--- config.mk ---
export PLATFORM = sky130hd
export DESIGN_NAME = adc_init_seq_flat
export DESIGN_NICKNAME = d
export VERILOG_FILES = /design/src/rtl/adc_spi_pkg.sv /design/src/rtl/adc_init_seq_if.sv /design/src/rtl/adc_init_rom.sv /design/src/rtl/adc_init_seq.sv /design/src/flat_wrapper.sv
export SDC_FILE = /design/constraint.sdc
export NUM_CORES = 1
export LEC_CHECK = 0
export ABC_AREA = 1
export CAP_MARGIN = 15
export CORE_MARGIN = 2
export CORE_UTILIZATION = 53
export CTS_CLUSTER_DIAMETER = 50
export DETAILED_ROUTE_END_ITERATION = 8
export GPL_ROUTABILITY_DRIVEN = 0
export PLACE_DENSITY_LB_ADDON = 0.1
export SKIP_CTS_REPAIR_TIMING = 1
export SLEW_MARGIN = 20
export SYNTH_ARGS = -nofsm -noshare
export SYNTH_HDL_FRONTEND = slang
export SYNTH_SLANG_ARGS = --single-unit
--- constraint.sdc ---
create_clock -name clk -period 3.2 [get_ports clk]
set_clock_uncertainty 0.2 [all_clocks]
set_input_delay 0.96 -clock clk [delete_from_list [all_inputs] [get_ports clk]]
set_output_delay 0.96 -clock clk [all_outputs]
set_load 0.02 [all_outputs]
--- src/rtl/adc_spi_pkg.sv ---
// Shared types for the ADC init sequencer: FSM state encoding, SPI field widths
// and the (addr,data) table entry.
package adc_spi_pkg;

    localparam int SPI_ADDR_W = 13;
    localparam int SPI_DATA_W = 8;

    typedef enum logic [2:0] {
        ST_IDLE,
        ST_LOAD,
        ST_WRITE,
        ST_WGAP,
        ST_READ,
        ST_RGAP,
        ST_DONE,
        ST_ERR
    } adc_state_e;

    typedef struct packed {
        logic [SPI_ADDR_W-1:0] addr;
        logic [SPI_DATA_W-1:0] data;
    } rom_entry_t;

endpackage

--- src/rtl/adc_init_seq_if.sv ---
// Request/response bundle between the init sequencer (master side) and the SPI
// master block (slave side).
interface adc_init_seq_if;
    import adc_spi_pkg::*;

    // spi_wr/spi_rd are level requests held for a whole transaction, with
    // spi_addr/spi_data_tx stable meanwhile; a read completes with a one-cycle
    // spi_rdy pulse carrying spi_data_rx. There is no backpressure.
    logic [SPI_ADDR_W-1:0] spi_addr;
    logic [SPI_DATA_W-1:0] spi_data_tx;
    logic                  spi_wr;
    logic                  spi_rd;
    logic [SPI_DATA_W-1:0] spi_data_rx;
    logic                  spi_rdy;

    modport master (
        output spi_addr, spi_data_tx, spi_wr, spi_rd,
        input  spi_data_rx, spi_rdy
    );

    modport slave (
        input  spi_addr, spi_data_tx, spi_wr, spi_rd,
        output spi_data_rx, spi_rdy
    );

endinterface

--- src/rtl/adc_init_rom.sv ---
// Fixed register initialisation table for the target ADC part; combinational
// lookup, unused indices read as address 0 / data 0.
module adc_init_rom
    import adc_spi_pkg::*;
(
    input  logic [5:0] idx,
    output rom_entry_t entry
);

    always_comb begin
        entry = '0;
        case (idx)
            6'd0:  entry = {13'h0000, 8'h3C};
            6'd1:  entry = {13'h0014, 8'h5A};
            6'd2:  entry = {13'h0015, 8'h01};
            6'd3:  entry = {13'h0018, 8'h20};
            6'd4:  entry = {13'h0020, 8'h0F};
            6'd5:  entry = {13'h0021, 8'h81};
            6'd6:  entry = {13'h0022, 8'hC3};
            6'd7:  entry = {13'h0100, 8'h07};
            6'd8:  entry = {13'h0101, 8'h44};
            6'd9:  entry = {13'h0102, 8'hA5};
            6'd10: entry = {13'h0109, 8'h12};
            6'd11: entry = {13'h010B, 8'h66};
            6'd12: entry = {13'h0110, 8'h99};
            6'd13: entry = {13'h0120, 8'h02};
            6'd14: entry = {13'h1F00, 8'hE1};
            6'd15: entry = {13'h00FF, 8'h01};
            default: entry = '0;
        endcase
    end

endmodule

--- src/rtl/adc_init_seq.sv ---
// ADC init sequencer: writes each table entry through the SPI master with a
// fixed hold window and idle gap. Define ADC_INIT_VERIFY_EN for readback compare.
module adc_init_seq
    import adc_spi_pkg::*;
#(
    parameter int NUM_ENTRIES = 16,
    parameter int WR_HOLD     = 64,
    parameter int GAP         = 4,
    parameter int RD_TIMEOUT  = 255
) (
    input  logic                  clk,
    input  logic                  rst,
    input  logic                  start,
    output logic                  busy,
    output logic                  done,
    output logic                  err,
    output logic [5:0]            err_idx,
    output adc_state_e            dbg_state,
    adc_init_seq_if.master        spi
);

    localparam logic [5:0] LAST_IDX      = 6'(NUM_ENTRIES - 1);
    localparam logic [7:0] HOLD_LAST     = 8'(WR_HOLD - 1);
    localparam logic [7:0] GAP_LAST      = 8'(GAP - 1);
    // LOAD is itself a low cycle, so a gap that ends in LOAD is one cycle shorter.
    localparam logic [7:0] GAP_LOAD_LAST = 8'(GAP - 2);
    localparam logic [7:0] IDLE_HOLDOFF  = 8'(GAP - 1);

    adc_state_e state;
    logic [5:0] idx;
    logic [7:0] cnt;
    rom_entry_t entry;
    logic       is_last;
    logic [7:0] gap_end;

    adc_init_rom u_rom (
        .idx   (idx),
        .entry (entry)
    );

    assign is_last   = (idx == LAST_IDX);
    assign gap_end   = is_last ? GAP_LAST : GAP_LOAD_LAST;
    assign dbg_state = state;
    assign busy      = (state != ST_IDLE) && (state != ST_DONE) && (state != ST_ERR);
    assign done      = (state == ST_DONE);

`ifdef ADC_INIT_VERIFY_EN
    localparam logic [7:0] RD_LAST = 8'(RD_TIMEOUT - 1);
    logic       rd_q;
    logic [5:0] err_idx_q;
    assign spi.spi_rd = rd_q;
    assign err        = (state == ST_ERR);
    assign err_idx    = err_idx_q;
`else
    logic [16:0] unused_cfg;
    assign unused_cfg = {spi.spi_data_rx, spi.spi_rdy, 8'(RD_TIMEOUT)};
    assign spi.spi_rd = 1'b0;
    assign err        = 1'b0;
    assign err_idx    = '0;
`endif

    always_ff @(posedge clk) begin
        if (rst) begin
            state           <= ST_IDLE;
            idx             <= '0;
            cnt             <= '0;
            spi.spi_wr      <= 1'b0;
            spi.spi_addr    <= '0;
            spi.spi_data_tx <= '0;
`ifdef ADC_INIT_VERIFY_EN
            rd_q            <= 1'b0;
            err_idx_q       <= '0;
`endif
        end else begin
            case (state)
                ST_IDLE: begin
                    // IDLE doubles as the post-reset/post-run hold-off before the next request.
                    if (start && (cnt >= IDLE_HOLDOFF)) begin
                        state <= ST_LOAD;
                        idx   <= '0;
                        cnt   <= '0;
                    end else if (cnt != 8'hFF) begin
                        cnt <= cnt + 8'd1;
                    end
                end
                ST_LOAD: begin
                    spi.spi_addr    <= entry.addr;
                    spi.spi_data_tx <= entry.data;
                    spi.spi_wr      <= 1'b1;
                    cnt             <= '0;
                    state           <= ST_WRITE;
                end
                ST_WRITE: begin
                    if (cnt == HOLD_LAST) begin
                        spi.spi_wr <= 1'b0;
                        cnt        <= '0;
                        state      <= ST_WGAP;
                    end else begin
                        cnt <= cnt + 8'd1;
                    end
                end
`ifdef ADC_INIT_VERIFY_EN
                ST_WGAP: begin
                    if (cnt == GAP_LAST) begin
                        rd_q  <= 1'b1;
                        cnt   <= '0;
                        state <= ST_READ;
                    end else begin
                        cnt <= cnt + 8'd1;
                    end
                end
                ST_READ: begin
                    if (spi.spi_rdy) begin
                        rd_q <= 1'b0;
                        cnt  <= '0;
                        if (spi.spi_data_rx == spi.spi_data_tx) begin
                            state <= ST_RGAP;
                        end else begin
                            state     <= ST_ERR;
                            err_idx_q <= idx;
                        end
                    end else if (cnt == RD_LAST) begin
                        rd_q      <= 1'b0;
                        cnt       <= '0;
                        state     <= ST_ERR;
                        err_idx_q <= idx;
                    end else begin
                        cnt <= cnt + 8'd1;
                    end
                end
                ST_RGAP,
`else
                ST_WGAP,
`endif
                ST_DONE, ST_ERR: begin
                    if (state == ST_DONE || state == ST_ERR) begin
                        if (!start) begin
                            state <= ST_IDLE;
                            cnt   <= '0;
                        end
                    end else if (cnt == gap_end) begin
                        cnt <= '0;
                        if (is_last) begin
                            state <= ST_DONE;
                        end else begin
                            idx   <= idx + 6'd1;
                            state <= ST_LOAD;
                        end
                    end else begin
                        cnt <= cnt + 8'd1;
                    end
                end
                default: begin
                    state <= ST_IDLE;
                    cnt   <= '0;
                end
            endcase
        end
    end

endmodule

--- src/flat_wrapper.sv ---
// flat-port wrapper written by rule: the top's interface ports become plain ports
module adc_init_seq_flat import adc_spi_pkg::*;
#(
    parameter int NUM_ENTRIES = 16,
    parameter int WR_HOLD     = 64,
    parameter int GAP         = 4,
    parameter int RD_TIMEOUT  = 255
)
  (clk, rst, start, busy, done, err, err_idx, dbg_state, spi_spi_addr, spi_spi_data_tx, spi_spi_wr, spi_spi_rd, spi_spi_data_rx, spi_spi_rdy);
  adc_init_seq_if spi_i ();
  input  logic clk;
  input  logic rst;
  input  logic start;
  output logic busy;
  output logic done;
  output logic err;
  output logic [5:0] err_idx;
  output adc_state_e dbg_state;
  output wire logic [$bits(spi_i.spi_addr)-1:0] spi_spi_addr;
  output wire logic [$bits(spi_i.spi_data_tx)-1:0] spi_spi_data_tx;
  output wire logic [$bits(spi_i.spi_wr)-1:0] spi_spi_wr;
  output wire logic [$bits(spi_i.spi_rd)-1:0] spi_spi_rd;
  input wire logic [$bits(spi_i.spi_data_rx)-1:0] spi_spi_data_rx;
  input wire logic [$bits(spi_i.spi_rdy)-1:0] spi_spi_rdy;
  assign spi_spi_addr = spi_i.spi_addr;
  assign spi_spi_data_tx = spi_i.spi_data_tx;
  assign spi_spi_wr = spi_i.spi_wr;
  assign spi_spi_rd = spi_i.spi_rd;
  assign spi_i.spi_data_rx = spi_spi_data_rx;
  assign spi_i.spi_rdy = spi_spi_rdy;
  adc_init_seq #(.NUM_ENTRIES(NUM_ENTRIES), .WR_HOLD(WR_HOLD), .GAP(GAP), .RD_TIMEOUT(RD_TIMEOUT)) u_core (.clk(clk), .rst(rst), .start(start), .busy(busy), .done(done), .err(err), .err_idx(err_idx), .dbg_state(dbg_state), .spi(spi_i));
endmodule
# Word level (Yosys, flattened, before mapping)
# Memory sizes are Yosys's and may differ from the RTL's. A register that Yosys moved wholly into a read port is not among the register bits.
# Cells that the tools add are included.
[word_totals]
ff_bits = 39
romBits = 336
inputBits = 12
wordCells = 68
memories = 1
[mem_list]
columns = ["name", "words", "word_bits", "rd", "rd_ports_with_merged_regs", "write_ports", "line_no", "source"]
rows = [
  ["(name not given)", 16, 21, 1, 1, 0, "adc_init_rom.sv:12", "case (idx)"],
]
[op_classes]
add_sub_neg = 2
n_lt_le_gt_ge = 1
n_eq_ne = 19
mux = 25
n_reduce_logical = 14
[op_table]
columns = ["op", "count"]
rows = [
  ["two-way mux 8 bit", 6],
  ["two-way mux 6 bit", 4],
  ["one-hot mux 8 bit (3 select lines)", 1],
  ["two-way mux 21 bit", 1],
  ["two-way mux 3 bit", 6],
  ["one-hot mux 3 bit (4 select lines)", 1],
  ["one-hot mux 6 bit (2 select lines)", 1],
  ["inequality test 3 bit, second input constant", 3],
  ["adder 8 x 1 -> 8 bit, second input constant", 1],
  ["== test 8 x 6 -> 1 bit, second input constant", 1],
  ["== test 8 bit", 1],
  [">= comparator 8 x 2 -> 1 bit, second input constant", 1],
  ["two-way mux 4 bit", 2],
  ["inequality test 8 bit, second input constant", 1],
  ["adder 6 x 1 -> 6 bit, second input constant", 1],
  ["== test 3 x 2 -> 1 bit, second input constant", 2],
  ["== test 3 bit, second input constant", 2],
  ["== test 6 x 4 -> 1 bit, second input constant", 1],
  ["inequality test 2 x 1 -> 1 bit, second input constant", 3],
  ["inequality test 3 x 1 -> 1 bit, second input constant", 2],
  ["AND reduction 5 bit", 1],
  ["inequality test 2 bit, second input constant", 2],
  ["AND reduction 2 bit", 2],
  ["AND reduction 4 bit", 1],
  ["10 further kinds", 14],
]

# Longest topological paths before layout
[depth]
ltp_word = 8
ltp_mapped = 17
depth_no_buf = 17

# Cells and area by module
# From an unflattened synthesis, not the netlist that was laid out.
[hier_totals]
cells_unflattened = 406
hier_area_um2 = 2573.7
[modules_own_cells]
columns = ["mod", "instances", "cells_each", "area_per_inst_um2", "seq_area_each_um2"]
rows = [
  ["adc_init_seq", 1, 309, 2009.4, 780.7],
  ["adc_init_rom", 1, 97, 564.3, 0.0],
]

# Least setup slack after synthesis
# No wires, ideal clock.
[synth_timing]
path_type = "input port to flip-flop"
start = "input port start"
end = "register (tool-made name)"
arrival_ps = 2333
required_time_ps = 2879
path_slack_ps = 547
path_stages = 11
n_path_buf = 0
path_cell_list = "o21ai_1 -> a21oi_4 -> nand2_4 -> nand2_1 -> nand2_1 -> nor2_4 -> inv_1 -> ha_1 -> inv_1 -> nand3_1 -> nand3_1"
[synth_lines]
columns = ["item", "line_no", "source"]
rows = [
  ["start, declared", "flat_wrapper.sv:13", "input logic start;"],
]

# Worst setup path in the final report
[layout_timing]
start = "register u_core.state[1] (netlist: u_core.dbg_state[1])"
end = "output port busy"
[layout_via]
elab_chain_len = 3
[layout_lines]
columns = ["item", "line_no", "source"]
rows = [
  ["start, declared", "adc_init_seq.sv:29", "adc_state_e state;"],
  ["start signal, assigned", "adc_init_seq.sv:64", "state <= ST_IDLE;"],
  ["start signal, assigned", "adc_init_seq.sv:79", "state <= ST_LOAD;"],
  ["start signal, assigned", "adc_init_seq.sv:91", "state <= ST_WRITE;"],
  ["inequality test 3 bit or nonzero test 3 bit (tied branches)", "adc_init_seq.sv:44", "assign busy = (state != ST_IDLE) && (state != ST_DONE) && (state != ST_ERR);"],
  ["logical AND 1 bit", "adc_init_seq.sv:44", ""],
  ["logical AND 1 bit (*)", "adc_init_seq.sv:44", ""],
  ["end, declared", "flat_wrapper.sv:14", "output logic busy;"],
]
# Every way passes the cells marked *; elsewhere a longest branch is shown, timed or not.

==> metrics.txt <==
DRT Wirelength=~5.2 mm; Routed Antenna Nets=0; WHS Path Cells=2; FF-to-FF Start=u_core.idx[0]; largest net degree at the start of global routing=37; clk buf depth=2; CTS tree=done; Area growth syn-to-layout=14.5%; ANT cells=0; combinational power share=0.405; Worst Max-Slew Pin Slew=0.563 ns; DRC errors left=0; initial antenna violation count=0; Worst-path clk slew=~0.09 ns; Yosys reg bits=52; relative slew slack=0.622; Setup violations, final=0; most frequent cells in the layout=91 x nand2_1, 52 x dfxtp_1, 44 x nand3_1; via count=~2,300; port bufs=29; Initial Util=0.541; num rows=26; most common cell after layout, fill and taps aside=nand2_1; Sw Ratio=0.385; IO Pins=47; crit-path max FO=7; gr ovfl total=0; RSZ-0062 raised after global routing=no; Fmax=between 300 and 400 MHz; synthesized area per cell=around 7.3 µm²; hold slack final=~0.27 ns; synthesized area=roughly 2700 µm²; post-layout net count=420; post-synthesis instance total=approximately 370; number of global-route vias before repair=1,957; worst reg2reg path depth=17; TritonCTS sink count=52; die height=approximately 76 µm; WP data required=roughly 2 ns; Via density=around 5.0; startpoint types=register; die width=~76 µm; yosys warns=0; Final Critical Period=2.95 ns; Clock Tree Root=clkbuf_8; htree depth=2; Final Power=around 0.0021 W; Critical Path End Type=primary output; Max Slew Vio Count=0; share of layout cells above drive strength 1=0.0873; gr usage total=0.196; Seq/Total Area, Yosys=0.382; max_cap viols=0; hold endpoint=u_core.spi.spi_addr[2]; reg-to-reg setup timing slack=0.52 ns; Final Hold Viols=0; P_leak=1.33 nW; filler cell count in the final layout=~470; first-pass GRT wire length=between 8 and 9 mm; drt wl/cell=between 10 and 15 µm; clock latency on the worst-skew pair=0.30 ns; synth unique cells=34; Clk pwr share=0.190; Max VDD drop=between 400 and 500 µV; Tcrit/Tclk final=0.922; HP Class=register to register; clock buffer count from CTS=5; initial drt markers=around 130; Pint=approximately 0.0013 W; CP arrival=about 1.8 ns; drt first pass iters=4; Core ar.=about 5000 µm²; DIE AREA=~5700 µm²; register share of total power=0.405; Psw=approximately 0.0008 W; outcome=finished clean; dpl hpwl=roughly 3.8 mm; PwrDens=~660 nW/µm²; Critical Setup Path Class=register to primary output
## worst max path at each step
stage	start	endpoint	slack, ns	cells past startpoint
floorplan	start	register	0.55	11
global placement	start	register	0.03	13
detailed placement	start	register	-0.02	13
CTS	u_core.dbg_state[1]	busy	0.24	5
global route	start	register	0.06	12
finish	u_core.dbg_state[1]	busy	0.25	5
## worst max-delay path, cell delays in order (launching register included)
cell and delay (ns):
dfxtp_1 0.47, inv_2 0.10, nand2_1 0.12, inv_1 0.10
nor2_1 0.10, clkdlybuf4s50_1 0.60
## cell usage after synthesis, drive strengths merged
master / number / area share
o211ai: 1 / 0.0028
or2: 2 / 0.0046
nand4: 2 / 0.0046
clkbuf: 7 / 0.0096
xor2: 3 / 0.0096
dfxtp: 52 / 0.38
nand3: 47 / 0.092
nor3: 3 / 0.0073
conb: 1 / 0.0014
nor2: 24 / 0.047
ha: 8 / 0.037
o2111ai: 1 / 0.0032
o21ai: 13 / 0.025
buf: 18 / 0.054
nand3b: 20 / 0.055
inv: 36 / 0.050
a21oi: 37 / 0.072
a31oi: 1 / 0.0023
nor3b: 2 / 0.0055
nand2: 94 / 0.13
and3: 1 / 0.0023
## cell families after synthesis
family | share of synthesized area
XOR/XNOR | 0.00964
other | 0.00138
AO/OA/AOI/OAI | 0.106
AND/OR/NAND/NOR | 0.352
adder cells (fa/ha/maj) | 0.0367
flip-flops | 0.382
buffers and inverters | 0.113
## routing by layer
metal	vias up	global-route usage	routed length, µm	share of wire
li1	1249	-	-	-
met1	1047	0.274	2690	0.51
met2	32	0.317	2360	0.45
met3	5	0.0357	153	0.029
met4	0	0.0390	41	0.0078
met5	-	0	0	0
## layout make-up
cell class                      instances  area [µm²]  share of cell area
Inverter                               36         135              0.0433
Clock inverter                          2        13.8             0.00441
Sequential cell                        52        1040               0.333
Multi-Input combinational cell        267        1400               0.450
Clock buffer                            6        82.6              0.0265
Timing Repair Buffer                   38         358               0.115
Tap cell                               70        87.6              0.0281
## per-stage QoR
step / cell area, µm² / setup slack, ns / setup TNS [ns] / utilization / instances
after floorplan: 2750 / 0.547 / 0 / - / 380
after global placement: 3030 / 0.0259 / 0 / 0.600 / 463
after detailed placement: 3030 / -0.0219 / -0.0816 / 0.600 / 463
after CTS: 3120 / 0.237 / 0 / 0.619 / 471
after global routing: 3120 / 0.0564 / 0 / 0.619 / 471
final: 3120 / 0.248 / 0 / 0.619 / 471
## power by group through the flow
stage | logic (W) | clock network [W] | registers [W]
6_report | 0.000830 | 0.000390 | 0.000831
5_1_grt | 0.000935 | 0.000429 | 0.000845
4_1_cts | 0.000829 | 0.000408 | 0.000831
3_5_place_dp | 0.000824 | 0 | 0.000847
3_3_place_gp | 0.000815 | 0 | 0.000843
2_1_floorplan | 0.000589 | 0 | 0.000874
Note: power is estimated with default switching activity, not from simulation.
